==> src/rtl/in_fm_tile_sched_pkg.sv <==
// Shared definitions for the input feature-map tile scheduler.
// Holds the scheduler FSM state type, a ceiling-divide helper and the tile
// counts derived from the default geometry (M=32, R=64, C=32, Tm=16, Tr=64, Tc=16).
package in_fm_tile_sched_pkg;

    typedef enum logic [1:0] {
        IDLE      = 2'd0,
        ISSUE     = 2'd1,
        WAIT_LOAD = 2'd2,
        DRAIN     = 2'd3
    } sched_state_t;

    function automatic int unsigned ceil_div(input int unsigned a, input int unsigned b);
        return (a + b - 1) / b;
    endfunction

    localparam int unsigned DEF_M  = 32;
    localparam int unsigned DEF_R  = 64;
    localparam int unsigned DEF_C  = 32;
    localparam int unsigned DEF_TM = 16;
    localparam int unsigned DEF_TR = 64;
    localparam int unsigned DEF_TC = 16;

    localparam int unsigned TILES_M     = ceil_div(DEF_M, DEF_TM);
    localparam int unsigned TILES_R     = ceil_div(DEF_R, DEF_TR);
    localparam int unsigned TILES_C     = ceil_div(DEF_C, DEF_TC);
    localparam int unsigned TILES_TOTAL = TILES_M * TILES_R * TILES_C;

endpackage

==> src/rtl/in_fm_tile_sched_stepper.sv <==
// Tile origin stepper: holds the (m, row, col) base registers of the tile
// currently being loaded and walks them col-innermost, then row, then m.
// Ports: clk/rst (async active-low), clear (zero all bases), advance (step to
// the next tile), base_m/base_row/base_col (current origin), is_last (the
// current origin is the final tile of the pass).
module in_fm_tile_stepper #(
    parameter int unsigned CW = 16,
    parameter int unsigned M  = 32,
    parameter int unsigned R  = 64,
    parameter int unsigned C  = 32,
    parameter int unsigned Tm = 16,
    parameter int unsigned Tr = 64,
    parameter int unsigned Tc = 16
) (
    input  logic          clk,
    input  logic          rst,
    input  logic          clear,
    input  logic          advance,
    output logic [CW-1:0] base_m,
    output logic [CW-1:0] base_row,
    output logic [CW-1:0] base_col,
    output logic          is_last
);

    localparam logic [CW-1:0] M_W  = CW'(M);
    localparam logic [CW-1:0] R_W  = CW'(R);
    localparam logic [CW-1:0] C_W  = CW'(C);
    localparam logic [CW-1:0] TM_W = CW'(Tm);
    localparam logic [CW-1:0] TR_W = CW'(Tr);
    localparam logic [CW-1:0] TC_W = CW'(Tc);

    logic [CW-1:0] m_inc, row_inc, col_inc;
    logic [CW-1:0] next_m, next_row, next_col;

    assign m_inc   = base_m   + TM_W;
    assign row_inc = base_row + TR_W;
    assign col_inc = base_col + TC_W;

    // Last tile: no dimension has room for another step.
    assign is_last = (m_inc >= M_W) && (row_inc >= R_W) && (col_inc >= C_W);

    always_comb begin
        next_m   = base_m;
        next_row = base_row;
        next_col = col_inc;
        if (col_inc >= C_W) begin
            next_col = '0;
            next_row = row_inc;
            if (row_inc >= R_W) begin
                next_row = '0;
                next_m   = m_inc;
            end
        end
    end

    always_ff @(posedge clk or negedge rst) begin
        if (!rst) begin
            base_m   <= '0;
            base_row <= '0;
            base_col <= '0;
        end else if (clear) begin
            base_m   <= '0;
            base_row <= '0;
            base_col <= '0;
        end else if (advance) begin
            base_m   <= next_m;
            base_row <= next_row;
            base_col <= next_col;
        end
    end

endmodule

==> src/rtl/in_fm_tile_sched.sv <==
// Input feature-map tile scheduler with ping-pong buffering.
// Issues one tile load at a time into the free buffer, tracks which buffers
// hold loaded tiles, and presents the oldest loaded tile to the consumer.
// Ports: clk, rst (async active-low); start/busy/done pass control;
// load_start, load_base_*, load_buf_sel, load_done loader handshake;
// tile_valid, tile_buf_sel, tile_base_*, tile_last, tile_release consumer side.
module in_fm_tile_sched
    import in_fm_tile_sched_pkg::*;
#(
    parameter int unsigned CW = 16,
    parameter int unsigned M  = 32,
    parameter int unsigned R  = 64,
    parameter int unsigned C  = 32,
    parameter int unsigned Tm = 16,
    parameter int unsigned Tr = 64,
    parameter int unsigned Tc = 16
) (
    input  logic          clk,
    input  logic          rst,
    input  logic          start,
    output logic          busy,
    output logic          done,
    output logic          load_start,
    output logic [CW-1:0] load_base_m,
    output logic [CW-1:0] load_base_row,
    output logic [CW-1:0] load_base_col,
    output logic          load_buf_sel,
    input  logic          load_done,
    output logic          tile_valid,
    output logic          tile_buf_sel,
    output logic [CW-1:0] tile_base_m,
    output logic [CW-1:0] tile_base_row,
    output logic [CW-1:0] tile_base_col,
    output logic          tile_last,
    input  logic          tile_release
);

    sched_state_t  state;
    logic          load_ptr, cons_ptr;
    logic [1:0]    full;
    logic [CW-1:0] slot_m   [2];
    logic [CW-1:0] slot_row [2];
    logic [CW-1:0] slot_col [2];
    logic [1:0]    slot_last;

    logic          step_last;
    logic [CW-1:0] cur_m, cur_row, cur_col;
    logic          rel_fire, ld_fire, load_slot_free;

    assign rel_fire = tile_release && full[cons_ptr];
    assign ld_fire  = (state == WAIT_LOAD) && load_done;
    // A release landing this cycle on the load target frees it in time to issue now.
    assign load_slot_free = !full[load_ptr] || (rel_fire && (cons_ptr == load_ptr));

    in_fm_tile_stepper #(
        .CW(CW), .M(M), .R(R), .C(C), .Tm(Tm), .Tr(Tr), .Tc(Tc)
    ) u_stepper (
        .clk      (clk),
        .rst      (rst),
        .clear    ((state == IDLE) && start),
        .advance  (ld_fire),
        .base_m   (cur_m),
        .base_row (cur_row),
        .base_col (cur_col),
        .is_last  (step_last)
    );

    assign load_base_m   = cur_m;
    assign load_base_row = cur_row;
    assign load_base_col = cur_col;
    assign load_buf_sel  = load_ptr;

    assign tile_valid    = full[cons_ptr];
    assign tile_buf_sel  = cons_ptr;
    assign tile_base_m   = slot_m[cons_ptr];
    assign tile_base_row = slot_row[cons_ptr];
    assign tile_base_col = slot_col[cons_ptr];
    assign tile_last     = slot_last[cons_ptr];

    always_ff @(posedge clk or negedge rst) begin
        if (!rst) begin
            state      <= IDLE;
            busy       <= 1'b0;
            done       <= 1'b0;
            load_start <= 1'b0;
            load_ptr   <= 1'b0;
            cons_ptr   <= 1'b0;
            full       <= '0;
            slot_last  <= '0;
            for (int unsigned i = 0; i < 2; i++) begin
                slot_m[i]   <= '0;
                slot_row[i] <= '0;
                slot_col[i] <= '0;
            end
        end else begin
            done       <= 1'b0;
            load_start <= 1'b0;

            // Release and load completion always address different buffers.
            if (rel_fire) begin
                full[cons_ptr] <= 1'b0;
                cons_ptr       <= ~cons_ptr;
            end

            case (state)
                IDLE: begin
                    if (start) begin
                        load_ptr <= 1'b0;
                        cons_ptr <= 1'b0;
                        full     <= '0;
                        busy     <= 1'b1;
                        state    <= ISSUE;
                    end
                end
                ISSUE: begin
                    if (load_slot_free) begin
                        load_start <= 1'b1;
                        state      <= WAIT_LOAD;
                    end
                end
                WAIT_LOAD: begin
                    if (load_done) begin
                        full[load_ptr]      <= 1'b1;
                        slot_m[load_ptr]    <= cur_m;
                        slot_row[load_ptr]  <= cur_row;
                        slot_col[load_ptr]  <= cur_col;
                        slot_last[load_ptr] <= step_last;
                        load_ptr            <= ~load_ptr;
                        state               <= step_last ? DRAIN : ISSUE;
                    end
                end
                DRAIN: begin
                    if (full == 2'b00) begin
                        done  <= 1'b1;
                        busy  <= 1'b0;
                        state <= IDLE;
                    end
                end
                default: state <= IDLE;
            endcase
        end
    end

endmodule

==> config.mk <==
export PLATFORM = sky130hd
export DESIGN_NAME = in_fm_tile_sched
export DESIGN_NICKNAME = d
export VERILOG_FILES = /design/src/rtl/in_fm_tile_sched_pkg.sv /design/src/rtl/in_fm_tile_sched_stepper.sv /design/src/rtl/in_fm_tile_sched.sv
export SDC_FILE = /design/constraint.sdc
export NUM_CORES = 1
export LEC_CHECK = 0
export ABC_AREA = 1
export BUFFER_PORTS_ARGS = -buffer_cell sky130_fd_sc_hd__clkbuf_2
export CAP_MARGIN = 15
export CORE_UTILIZATION = 25
export CTS_CLUSTER_DIAMETER = 50
export CTS_CLUSTER_SIZE = 28
export DETAILED_ROUTE_END_ITERATION = 10
export MAX_ROUTING_LAYER = met4
export PLACE_DENSITY_LB_ADDON = 0.12
export SYNTH_ARGS = -nofsm -noshare
export SYNTH_HDL_FRONTEND = slang
export SYNTH_SLANG_ARGS = --single-unit
export TNS_END_PERCENT = 10
==> constraint.sdc <==
create_clock -name clk -period 2.9 [get_ports clk]
set_clock_uncertainty 0.05 [all_clocks]
set_input_delay 0.29 -clock clk [delete_from_list [all_inputs] [get_ports clk]]
set_output_delay 0.29 -clock clk [all_outputs]
set_load 0.01 [all_outputs]
==> results.md <==
* CP dominant cell by count: nand2_1
* Io pins at 108
* Most frequent cell after synthesis: nand2_1
* Period minus WS final at 2.56 ns
* Post-DP Area at 6310 sq um
* Port-buffer cells at 79
* WL final at 15.7 mm
* Worst-path clk slew at 0.06 ns
* Hold buffers post-CTS at 1
* Post-route cell area at about 6900 sq um
* Vias in the first global route at 4617
* Crit path buffers/inverters at 3
* Dpl ws at between 0.5 and 0.6 ns
* Final Hold Viols at 0
* Remaining global-route overflow at 0
* Leading post-synthesis cells by cell area: dfrtp_1, nand2_1, o21ai_0
* Layout cell share with drive strength beyond 1 at 18.1%
* Setup ws final at approximately 0.34 ns
* Netlist cell types at 29
* Area grow syn2layout at 21.3%
* Rows at 54
* TritonRoute pass-1 iters at 4
* Post-route antenna net violation count at 0
* Yosys warning count at 0
* Worst path slowest cell: clkinv_1
* Power, Total at 6210 uW
* All-Layer GR Usage at about 15%
* Final setup viols at 0
* Maximum root-to-sink buffer count at 2
* Unrepaired setup endpoints after global routing: no
* Startpoint types: flop
* N_diodes at 0
* FMAX at 391 MHz
* Crit share post-route at 88.3%
* Largest net degree at the start of global routing at about 50
* Syn Inst Count at approximately 740
* Final slew viol count at 0
* Ys flop type: dfrtp_1
* Final setup TNS at 0 ns
* Crit. End Element: primary output
* Die area at 23400 sq um
* Via count at about 4700
* Vias per cell at 4.25
* Synth Cell Area at 5700 sq um
* Async set-reset flop share out of synthesis at between 90% and 100%
* Maxcap violations at 0
* Worst path arrival time at around 2.2 ns
* # resized after CTS at 0
* Die Ht at ~150 um
* Register area share after synthesis at 49.6%
* Critical path peak fanout at 24
* Data required, critical path at 2.56 ns
* Antenna violations before repair at 0
* RD Place Congestion at 0.751
* Hold Crit Class: primary input to flop
* Syn avg cell area at 7.69 sq um
* DRT iter0 DRCs at 303
* EDFF count, synth at 0
* Synth Register Bits at 113
* Relative slew margins at 36.8%
* Die width at 153 um
* TritonCTS clock tree: yes
* CTS H-tree lvls at 4
* Largest area contributor in the netlist: dfrtp_1
* Share of the synthesized area in the top cell type at 49.6%
* Cell chain of the critical path: clkinv_1 > buf_4 > nand2_1 > nand2_1 > clkbuf_2
* Commonest cells post-synth: nand2_1, dfrtp_1, o21ai_0
* Core footprint at 22100 sq um
* Starting Density at 25.8%
* WL/cell at 14.1 um
* Global-route wire length before repair at about 26 mm
* Root Buffer: clkbuf_16
* Crit-path leading delay family: buffers and inverters
* DRC Markers at 0
* Worst vdd ir at 0.000414 V
* Final HPWL DP at between 10 and 15 mm
* WHS at 0.178 ns
* Power per cell area at 899 nW/um^2
* Nets at 834
* Setup Fix Bufs, Post-CTS at 0
* Setup Crit Path Kind: flop to primary output
* Worst-Margin Slew at 0.942 ns
* Leak at approximately 0.0035 uW
* CTS sink cnt at roughly 110
* Outcome: completed
* CTS Buf Count at 17
* Crit-path max cell delay at 0.73 ns
* Worst skew pair latency at between 0.4 and 0.5 ns
==> path summary, 6_finish.rpt <==
path | cells past startpoint | endpoint | start | slack, ns
min in group asynchronous | 2 | u_stepper.base_col[9] | rst | 0.38
min reg2reg | 2 | slot_col[15] | slot_col[15] | 0.43
max reg2reg | 12 | u_stepper.base_m[15] | u_stepper.base_col[4] | 0.60
max in group asynchronous | 3 | u_stepper.base_m[9] | rst | 1.67
max | 5 | tile_base_m[7] | tile_buf_sel | 0.34
min | 3 | tile_buf_sel | tile_release | 0.18
==> power by group <==
part / internal (uW) / switching [uW]
clock: 1340 / 791
combinational: 591 / 1230
sequential: 1970 / 287
total: 3900 / 2310
==> placed cells by master, fill, tap and decap left out, types with 2 or more instances in the layout <==
| cell type | Yosys | final |
|---|---|---|
| a21oi_1 | 5 | 5 |
| buf_4 | 28 | 10 |
| bufinv_16 | 0 | 3 |
| clkbuf_16 | 0 | 17 |
| clkbuf_2 | 0 | 78 |
| clkinv_2 | 0 | 5 |
| clkinvlp_4 | 0 | 6 |
| conb_1 | 1 | 28 |
| dfrtp_1 | 113 | 113 |
| ha_1 | 6 | 6 |
| inv_1 | 60 | 60 |
| inv_2 | 1 | 3 |
| nand2_1 | 270 | 270 |
| nand2_2 | 11 | 11 |
| nand3_1 | 29 | 29 |
| nand3_4 | 2 | 2 |
| nand4_1 | 13 | 13 |
| nor2_1 | 58 | 58 |
| nor2_2 | 2 | 2 |
| nor2_4 | 2 | 2 |
| nor3_1 | 3 | 3 |
| o21ai_0 | 89 | 89 |
| o21ai_1 | 5 | 5 |
| o21ai_2 | 8 | 8 |
==> routing by layer <==
metal	GRT usage (%)	up-vias	part of all wire (%)
li1	-	2449	-
met1	19.0	2175	49
met2	22.9	97	46
met3	3.06	17	3.3
met4	5.05	0	1.3
met5	-	-	0
==> tightest hold or removal path, cell delays in order <==
cell      delay (ns)
clkbuf_2        0.11
a21oi_1         0.14
nor2_1          0.07
==> stage by stage <==
| step | instances | util [%] |
|---|---|---|
| after global placement | 1083 | 28.5 |
| after floorplan | 768 | - |
| after CTS | 1116 | 31.3 |
| after global routing | 1116 | 31.3 |
| after detailed placement | 1083 | 28.5 |
| final | 1116 | 31.3 |
==> flip-flops by register name (all words and copies together), names as in the netlist, 2 cells and up <==
signal / flops
u_stepper.base_m: 12
u_stepper.base_row: 10
slot_last: 2
slot_col: 24
slot_row: 20
full: 2
state: 2
u_stepper.base_col: 12
slot_m: 24
==> cells by family (layout without fill, tap and decap cells) <==
logic type | Yosys count | after routing | share of synthesized area [%]
AOI/OAI and AO/OA | 110 | 110 | 10.3
adders and majority gates | 6 | 6 | 1.32
buffers and inverters | 118 | 186 | 9.95
DFF | 113 | 113 | 49.6
other | 1 | 28 | 0.0658
and+or+nand+nor | 393 | 393 | 28.7
==> final cells by class <==
class / instances / area, sq um
inverter: 64 / 240
tap: 280 / 350
sequential: 113 / 2830
fill: 2416 / 15200
clock inverter: 15 / 169
timing repair buffer: 90 / 495
clock buffer: 17 / 425
multi-input combinational: 537 / 2400
(Power assumes the default switching activity.)
